<file path="config.mk">
export PLATFORM = sky130hd
export DESIGN_NAME = shallow_fifo_sync_fwft_flat
export DESIGN_NICKNAME = d
export VERILOG_FILES = /design/src/rtl/shallow_fifo_sync_fwft_if.sv /design/src/rtl/shallow_fifo_sync_fwft.sv /design/src/flat_wrapper.sv
export SDC_FILE = /design/constraint.sdc
export NUM_CORES = 1
export LEC_CHECK = 0
export CELL_PAD_IN_SITES_DETAIL_PLACEMENT = 1
export CELL_PAD_IN_SITES_GLOBAL_PLACEMENT = 2
export CORE_ASPECT_RATIO = 0.6
export CORE_MARGIN = 2
export CORE_UTILIZATION = 51
export CTS_CLUSTER_DIAMETER = 80
export CTS_CLUSTER_SIZE = 30
export DETAILED_ROUTE_END_ITERATION = 16
export GPL_ROUTABILITY_DRIVEN = 0
export PLACE_DENSITY = 0.87
export SYNTH_ARGS = -nofsm -noshare
export SYNTH_HDL_FRONTEND = slang
export SYNTH_SLANG_ARGS = --single-unit
export TNS_END_PERCENT = 100
</file>
<file path="constraint.sdc">
create_clock -name clk -period 5.8 [get_ports clk]
set_input_delay 0.58 -clock clk [delete_from_list [all_inputs] [get_ports clk]]
set_output_delay 0.58 -clock clk [all_outputs]
set_load 0.01 [all_outputs]
</file>
<file path="src/rtl/shallow_fifo_sync_fwft_if.sv">
// rtl/shallow_fifo_sync_fwft_if.sv - handshake/status bundle for shallow_fifo_sync_fwft
//
// Groups the write side, read side, flush and status of the FIFO.
//   master : the user of the FIFO (drives clr, wr_en, wr_data, rd_en)
//   slave  : the FIFO itself (drives rd_data, rd_valid and all status flags)
// Signals:
//   clr        flush request, sampled on the clock edge
//   wr_en      write request;  wr_data  word to write
//   rd_en      read request (FWFT: pop of the presented head word)
//   rd_data    read word;      rd_valid read result / head word valid
//   full, empty, prog_full, prog_empty, count   occupancy status
//   overflow, underflow                           one-cycle rejection strobes

interface shallow_fifo_sync_fwft_if #(
  parameter int DATA_WIDTH  = 8,
  parameter int COUNT_WIDTH = 6
);
  logic                   clr;
  logic                   wr_en;
  logic [DATA_WIDTH-1:0]  wr_data;
  logic                   rd_en;
  logic [DATA_WIDTH-1:0]  rd_data;
  logic                   rd_valid;
  logic                   full;
  logic                   empty;
  logic                   prog_full;
  logic                   prog_empty;
  logic [COUNT_WIDTH-1:0] count;
  logic                   overflow;
  logic                   underflow;

  modport master (
    output clr, wr_en, wr_data, rd_en,
    input  rd_data, rd_valid, full, empty, prog_full, prog_empty,
           count, overflow, underflow
  );

  modport slave (
    input  clr, wr_en, wr_data, rd_en,
    output rd_data, rd_valid, full, empty, prog_full, prog_empty,
           count, overflow, underflow
  );
endinterface

</file>
<file path="src/rtl/shallow_fifo_sync_fwft.sv">
// rtl/shallow_fifo_sync_fwft.sv - shallow single-clock FIFO with standard or FWFT read
//
// Elastic buffer on a distributed dual-port RAM (sync write, async read).
// Depth need not be a power of two; pointers wrap by explicit compare.
//   FWFT = 0 : rd_data is registered, rd_valid pulses the cycle after an accepted rd_en.
//   FWFT = 1 : an output register holds the head word while rd_valid is high;
//              rd_en pops it. count includes that word, so capacity is FIFO_DEPTH.
// Ports:
//   clk      rising-edge clock
//   rst_n    asynchronous active-low reset (RAM contents are not cleared)
//   io_fifo  slave side of shallow_fifo_sync_fwft_if (write, read, flush, status)

module shallow_fifo_sync_fwft #(
  parameter int DATA_WIDTH        = 8,
  parameter int FIFO_DEPTH        = 32,
  parameter int FWFT              = 0,
  parameter int PROG_FULL_THRESH  = 24,
  parameter int PROG_EMPTY_THRESH = 8,
  parameter int COUNT_WIDTH       = $clog2(FIFO_DEPTH) + 1
) (
  input  logic                    clk,
  input  logic                    rst_n,
  shallow_fifo_sync_fwft_if.slave io_fifo
);

  localparam int PTR_WIDTH = $clog2(FIFO_DEPTH);

  typedef logic [PTR_WIDTH-1:0]   ptr_t;
  typedef logic [COUNT_WIDTH-1:0] cnt_t;

  localparam ptr_t LAST_PTR  = ptr_t'(FIFO_DEPTH - 1);
  localparam cnt_t DEPTH_CNT = cnt_t'(FIFO_DEPTH);

  logic [DATA_WIDTH-1:0] r_mem [FIFO_DEPTH];

  ptr_t                  r_wr_ptr;
  ptr_t                  r_rd_ptr;
  cnt_t                  r_count;     // words held, including the FWFT output register
  cnt_t                  r_ram_cnt;   // words held in RAM only
  logic [DATA_WIDTH-1:0] r_rd_data;
  logic                  r_rd_valid;
  logic                  r_overflow;
  logic                  r_underflow;

  logic w_full;
  logic w_rd_ok;
  logic w_wr_ok;
  logic w_ram_rd;    // RAM word moves to rd_data and rd_ptr advances
  logic w_ram_wr;

  assign w_full = (r_count == DEPTH_CNT);

  always_comb begin
    w_rd_ok  = 1'b0;
    w_ram_rd = 1'b0;
    if (FWFT != 0) begin
      w_rd_ok  = io_fifo.rd_en & r_rd_valid;
      // Refill the output register whenever it is empty or being popped.
      w_ram_rd = (!r_rd_valid | w_rd_ok) & (r_ram_cnt != '0);
    end else begin
      w_rd_ok  = io_fifo.rd_en & (r_count != '0);
      w_ram_rd = w_rd_ok;
    end
  end

  // A pop in the same cycle frees the slot the write lands in.
  assign w_wr_ok  = io_fifo.wr_en & (!w_full | w_rd_ok);
  assign w_ram_wr = w_wr_ok & !io_fifo.clr;

  always_ff @(posedge clk) begin
    if (w_ram_wr) begin
      r_mem[r_wr_ptr] <= io_fifo.wr_data;
    end
  end

  always_ff @(posedge clk or negedge rst_n) begin
    if (!rst_n) begin
      r_wr_ptr    <= '0;
      r_rd_ptr    <= '0;
      r_count     <= '0;
      r_ram_cnt   <= '0;
      r_rd_data   <= '0;
      r_rd_valid  <= 1'b0;
      r_overflow  <= 1'b0;
      r_underflow <= 1'b0;
    end else if (io_fifo.clr) begin
      // Flush wins over any request this edge; rd_data deliberately holds.
      r_wr_ptr    <= '0;
      r_rd_ptr    <= '0;
      r_count     <= '0;
      r_ram_cnt   <= '0;
      r_rd_valid  <= 1'b0;
      r_overflow  <= 1'b0;
      r_underflow <= 1'b0;
    end else begin
      r_overflow  <= io_fifo.wr_en & !w_wr_ok;
      r_underflow <= io_fifo.rd_en & !w_rd_ok;

      if (w_wr_ok) begin
        r_wr_ptr <= (r_wr_ptr == LAST_PTR) ? '0 : r_wr_ptr + ptr_t'(1);
      end

      if (w_ram_rd) begin
        r_rd_data <= r_mem[r_rd_ptr];
        r_rd_ptr  <= (r_rd_ptr == LAST_PTR) ? '0 : r_rd_ptr + ptr_t'(1);
      end

      case ({w_wr_ok, w_rd_ok})
        2'b10:   r_count <= r_count + cnt_t'(1);
        2'b01:   r_count <= r_count - cnt_t'(1);
        default: r_count <= r_count;
      endcase

      case ({w_wr_ok, w_ram_rd})
        2'b10:   r_ram_cnt <= r_ram_cnt + cnt_t'(1);
        2'b01:   r_ram_cnt <= r_ram_cnt - cnt_t'(1);
        default: r_ram_cnt <= r_ram_cnt;
      endcase

      if (FWFT != 0) begin
        if (w_ram_rd) begin
          r_rd_valid <= 1'b1;
        end else if (w_rd_ok) begin
          r_rd_valid <= 1'b0;
        end
      end else begin
        r_rd_valid <= w_rd_ok;
      end
    end
  end

  // Status flags decode registered state only.
  assign io_fifo.rd_data    = r_rd_data;
  assign io_fifo.rd_valid   = r_rd_valid;
  assign io_fifo.full       = w_full;
  assign io_fifo.empty      = (FWFT != 0) ? !r_rd_valid : (r_count == '0);
  assign io_fifo.prog_full  = (int'(r_count) >= PROG_FULL_THRESH);
  assign io_fifo.prog_empty = (int'(r_count) <= PROG_EMPTY_THRESH);
  assign io_fifo.count      = r_count;
  assign io_fifo.overflow   = r_overflow;
  assign io_fifo.underflow  = r_underflow;

endmodule

</file>
<file path="src/flat_wrapper.sv">
// flat-port wrapper written by rule: the top's interface ports become plain ports
module shallow_fifo_sync_fwft_flat 
#(
  parameter int DATA_WIDTH        = 8,
  parameter int FIFO_DEPTH        = 32,
  parameter int FWFT              = 0,
  parameter int PROG_FULL_THRESH  = 24,
  parameter int PROG_EMPTY_THRESH = 8,
  parameter int COUNT_WIDTH       = $clog2(FIFO_DEPTH) + 1
)
  (clk, rst_n, io_fifo_clr, io_fifo_wr_en, io_fifo_wr_data, io_fifo_rd_en, io_fifo_rd_data, io_fifo_rd_valid, io_fifo_full, io_fifo_empty, io_fifo_prog_full, io_fifo_prog_empty, io_fifo_count, io_fifo_overflow, io_fifo_underflow);
  shallow_fifo_sync_fwft_if #(.DATA_WIDTH(DATA_WIDTH), .COUNT_WIDTH(COUNT_WIDTH)) io_fifo_i ();
  input  logic clk;
  input  logic rst_n;
  input wire logic [$bits(io_fifo_i.clr)-1:0] io_fifo_clr;
  input wire logic [$bits(io_fifo_i.wr_en)-1:0] io_fifo_wr_en;
  input wire logic [$bits(io_fifo_i.wr_data)-1:0] io_fifo_wr_data;
  input wire logic [$bits(io_fifo_i.rd_en)-1:0] io_fifo_rd_en;
  output wire logic [$bits(io_fifo_i.rd_data)-1:0] io_fifo_rd_data;
  output wire logic [$bits(io_fifo_i.rd_valid)-1:0] io_fifo_rd_valid;
  output wire logic [$bits(io_fifo_i.full)-1:0] io_fifo_full;
  output wire logic [$bits(io_fifo_i.empty)-1:0] io_fifo_empty;
  output wire logic [$bits(io_fifo_i.prog_full)-1:0] io_fifo_prog_full;
  output wire logic [$bits(io_fifo_i.prog_empty)-1:0] io_fifo_prog_empty;
  output wire logic [$bits(io_fifo_i.count)-1:0] io_fifo_count;
  output wire logic [$bits(io_fifo_i.overflow)-1:0] io_fifo_overflow;
  output wire logic [$bits(io_fifo_i.underflow)-1:0] io_fifo_underflow;
  assign io_fifo_i.clr = io_fifo_clr;
  assign io_fifo_i.wr_en = io_fifo_wr_en;
  assign io_fifo_i.wr_data = io_fifo_wr_data;
  assign io_fifo_i.rd_en = io_fifo_rd_en;
  assign io_fifo_rd_data = io_fifo_i.rd_data;
  assign io_fifo_rd_valid = io_fifo_i.rd_valid;
  assign io_fifo_full = io_fifo_i.full;
  assign io_fifo_empty = io_fifo_i.empty;
  assign io_fifo_prog_full = io_fifo_i.prog_full;
  assign io_fifo_prog_empty = io_fifo_i.prog_empty;
  assign io_fifo_count = io_fifo_i.count;
  assign io_fifo_overflow = io_fifo_i.overflow;
  assign io_fifo_underflow = io_fifo_i.underflow;
  shallow_fifo_sync_fwft #(.DATA_WIDTH(DATA_WIDTH), .FIFO_DEPTH(FIFO_DEPTH), .FWFT(FWFT), .PROG_FULL_THRESH(PROG_FULL_THRESH), .PROG_EMPTY_THRESH(PROG_EMPTY_THRESH), .COUNT_WIDTH(COUNT_WIDTH)) u_core (.clk(clk), .rst_n(rst_n), .io_fifo(io_fifo_i));
endmodule
</file>
Yosys cells after proc, flatten, opt, wreduce, memory -nomap -nowiden --
Memories as Yosys holds them, arrays and structs flattened. A register that Yosys moved wholly into a read port is not among the register bits. Index checks and enable logic that the tools add are counted.
Storage, ports and cells: bits in read-only memories 0, memories 1, output and inout port bits 21, RAM bits 256, bits in latches 0, flip-flop bits (word level) 19, input bits 13
Operators by class: equality and inequality tests 5, bitwise logic cells 7, shift operators 0, reduce and logical (&&, ||, !) cells 11, $lt $le $gt $ge 2, add/sub/neg operators 4, divide/modulo/power cells 0, multiply operators 0, mux-type cells 13
Memories:
- u_core.r_mem | depth 32, bits a word 8, read ports 1, clocked after memory_dff 1, write ports 1, RTL line shallow_fifo_sync_fwft.sv:34 | logic [DATA_WIDTH-1:0] r_mem [FIFO_DEPTH];
Operators by type and width (number):
- $mux 5 | 6
- $pmux 6 s2 | 1
- $add 5x1->5 const B | 2
- $eq 5x5->1 const B | 2
- $add 6x1->6 const B | 1
- $eq 6x6->1 const B | 1
- $ge 6x5->1 const B | 1
- $le 6x4->1 const B | 1
- $logic_not 6->1 | 1
- $mux 6 | 1
- $reduce_bool 6->1 | 1
- $sub 6x1->6 const B | 1
- $and 1x1->1 | 5
- $logic_not 1->1 | 5
- $mux 1 | 5
- $reduce_bool 2->1 | 2
- $reduce_bool 3->1 | 1
- $eq 2x1->1 const B | 1
- $eq 2x2->1 const B | 1
- $reduce_and 2->1 | 1
- $not 1->1 | 1
- $or 1x1->1 | 1

Depth between registers and ports, before layout --
word-level depth 7, gate-level depth with buffers 9, mapped depth without buffers 9

Least setup slack after synthesis --
No wires, ideal clock.
kind register to register, start reg u_core.r_count[0] (netlist: u_core.io_fifo.count[0]), end reg u_core.r_count[5] (netlist: u_core.io_fifo.count[5]), required time 5.696 ns, stages on the path, launching flop included 10, arrival time 2.636 ns, setup slack 3.060 ns, library setup time 0.104 ns, cells stage by stage dfrtp_1 > or4_4 > o311a_4 > ha_1 > a211oi_1 > o21bai_1 > a21oi_1 > xor2_1 > nand3b_1 > o311ai_1
On the way: word-level cells in the longest chain between the ends 7
Ends and longest elaborated chain:
- from (decl) | RTL line shallow_fifo_sync_fwft.sv:38 | cnt_t r_count;
- from (signal assigned) | RTL line shallow_fifo_sync_fwft.sv:109 | 2'b10: r_count <= r_count + cnt_t'(1);
- from (signal assigned) | RTL line shallow_fifo_sync_fwft.sv:110 | 2'b01: r_count <= r_count - cnt_t'(1);
- from (signal assigned) | RTL line shallow_fifo_sync_fwft.sv:111 | default: r_count <= r_count;
- $eq 6x6->1 or $reduce_bool 6->1 (tied branches) | RTL line shallow_fifo_sync_fwft.sv:51, shallow_fifo_sync_fwft.sv:61
- $logic_not 1->1 or $and 1x1->1 (tied branches) | RTL line shallow_fifo_sync_fwft.sv:67, shallow_fifo_sync_fwft.sv:61
- $or 1x1->1 | RTL line shallow_fifo_sync_fwft.sv:67 | assign w_wr_ok = io_fifo.wr_en & (!w_full | w_rd_ok);
- $and 1x1->1 | RTL line shallow_fifo_sync_fwft.sv:67
- $eq 2x1->1 or $eq 2x2->1 (tied branches)
- $pmux 6 s2 | RTL line shallow_fifo_sync_fwft.sv:108 | case ({w_wr_ok, w_rd_ok})
- $mux 6 | RTL line shallow_fifo_sync_fwft.sv:86 | end else if (io_fifo.clr) begin
Parallel ways exist; a longest one is shown, timed or not. A chain may end at the register's enable or synchronous reset.

==> flow_summary.ini <==
[run_status]
outcome = completed

[logic_synthesis]
ys.flop_type = edfxtp_1
syn-num-nets = 616
yosys_warnings = 0
synth.avg_cell_area_sq_um = 19.3
synth-seq-cells = 283
synth_cell_types = 49
syn_inst = 591
ys_async_sr_fraction = 0.0954
synth_edf_count = 256
ys_seq_area_frac = 0.731
syn-cell-area_sq_um = 11400

[timing]
maxSlewHeadroom = 0.323
maxSlewViolCount = 0
tightest_slew_ns = 1.01
rsz0062_at_grt = false
final.min_clock_period_ns = 3.32
setup_violations = 0
post-route-period-util = 0.572
fmax_ghz = 0.301
finalHoldViolCount = 0
fin_tns_setup_ns = 0
skew_ns = 0.0224

[placement]
dpl.hpwl_um = 17900
numPortBuffers = 33

[floorplanning]
io_pins = 34
core-area_sq_um = 22000
die_x_um = 197
dieHeight_um = 120
start_util = 0.519
row_count = 42
die-area_sq_um = 23700

[critical_path]
worst_ep_required_time_ns = 6.16
cp-start-kind = flip-flop
cp.arrival_ns = 3.67
cpLargestDelayFamily = multiplexers
cpPeakStageDelay_ns = 1.08
cp_max_fo = 50
rr_startpoint = u_core.r_rd_ptr[0]
setup.worst_path.start = u_core.r_rd_ptr[0]
endpoint_kind = flip-flop
crit_top_cell = mux4_2
crit_type = flip-flop to flip-flop
cp_slowest_cell = dfrtp_4
crit_chain = buf_4 > mux4_2 > mux2i_1 > mux4_2 > a21oi_1
path_buf_inv = 1

[layout]
multi_input_area_sq_um = 2880
post-route-util = 0.563
n_fill_cell = 1935
syn2layout_area_growth_pct = 8.34
regArea_sq_um = 8370
nets = 643
drive_gt1_frac = 0.176
n_antenna_cell = 0

[global_routing]
antenna_found_initial = 2
grt_use_total = 0.247
grt_max_degree = 52
first_global_vias = 6013
grt-ovfl-total = 0
grt.met2_usage = 0.363
met1_usage = 0.396
grt_first_pass_wirelength_um = 41600
busiest_layer = met1
met3_usage = 0.0416

[clocking]
ctsResizeCount = 0
cts_sinks = 283
cts_tree = done
htree_levels = 1
clk_latency_ns = 0.51
cts_buffer_depth = 3
ctsHoldBuffers = 0
post_cts_buffers = 0
cts_buffers = 13
clk_pin_slew_ns = 0.12
cts_root_buf = clkbuf_16

[pwr]
power_leakage_nw = 3.84
ir_drop_uv = 213
power_mw = 4.38
powerDensity_nw_per_um2 = 354

[detailed_routing]
finalWirelength_um = 27600
num_vias = 5851
avgViaCountPerCell = 6.42
first_iter_violations = 675
firstDrtPassIters = 5
drc = 0
ant_nets = 0
drt-wirelength-per-cell_um = 30.3

[flow_run]
cap_viol_max_count = 0

[min_path]
hold_path.class = primary input to asynchronous set/reset pin
stage by stage:
stage	instances	hold WS, ns	cell area [sq um]	setup WS, ns
after floorplan	591	0.284	11400	3.06
after global placement	889	0.512	12000	2.48
after detailed placement	889	0.525	12000	2.34
after CTS	911	0.462	12400	2.45
after global routing	911	0.495	12400	2.21
final	911	0.464	12400	2.48
Yosys cell counts, types with 3 or more instances:
master    number  share of area
mux2i_1       22          0.019
nor2_1        56          0.018
nand2_1       14         0.0046
a21oi_1       25          0.011
nor3_1         6         0.0026
buf_4          7         0.0046
edfxtp_1     256           0.67
inv_1          4         0.0013
buf_2          8         0.0035
clkbuf_1       9         0.0030
o21ai_0        7         0.0031
a22oi_1       12         0.0079
buf_1          3        0.00098
nor2b_1        4         0.0022
mux4_2        69           0.14
nand3b_1       5         0.0033
a31oi_1        3         0.0016
nand3_1        3         0.0013
a21o_1         3         0.0020
dfrtp_1       27          0.059
ha_1          11          0.012
cell type report:
class                      count  area share
clock buffer                  20      0.0284
sequential                   283       0.676
clock inverter                 2     0.00232
multi-input combinational    273       0.232
tap                          286      0.0289
timing repair buffer          43      0.0315
inverter                       4     0.00121
worst paths after layout:
path	end	slack (ns)	cells after the start
max	u_core.io_fifo.rd_data[1]	2.48	5
min	u_core.r_wr_ptr[2]	0.46	2
max reg2reg	u_core.io_fifo.rd_data[1]	2.48	5
min reg2reg	u_core.io_fifo.rd_data[5]	0.55	2
max in group asynchronous	u_core.r_rd_ptr[0]	5.01	2
min in group clk	u_core.io_fifo.rd_data[5]	0.55	2
routing by layer:
metal,up-vias,share of wire
met4,2,0.017
met5,-,0.00036
li1,2436,-
met3,37,0.070
met1,3150,0.46
met2,226,0.45
placed cells by master, fill, tap and decap left out, types with 5 or more instances in the layout:
master,count
a21oi_1,25
a22oi_1,12
buf_4,10
clkbuf_1,7
clkbuf_16,13
clkdlybuf4s50_1,30
dfrtp_1,24
edfxtp_1,256
ha_1,11
mux2i_1,22
mux4_2,69
nand2_1,14
nand3b_1,5
nor2_1,56
nor3_1,6
o21ai_0,7
power breakdown:
part | internal (mW) | switching (mW) | total, mW
Clock | 0.440 | 0.622 | 1.06
Sequential | 2.28 | 0.142 | 2.42
Combinational | 0.450 | 0.442 | 0.892
cells by family after synthesis:
logic type,synth area share
buffers and inverters,0.0172
adder cells (fa/ha/maj),0.0138
XOR/XNOR,0.00230
AO/OA/AOI/OAI,0.0367
multiplexers,0.155
flip-flops,0.731
AND/OR/NAND/NOR,0.0435
flip-flops by register name, summed over array words and instances, names as in the netlist:
signal and cells:
u_core.io_fifo.count 6, u_core.io_fifo.overflow 1, u_core.io_fifo.rd_data 8, u_core.io_fifo.rd_valid 1, u_core.io_fifo.underflow 1, u_core.r_mem 256, u_core.r_rd_ptr 5, u_core.r_wr_ptr 5
(Power assumes the default switching activity.)
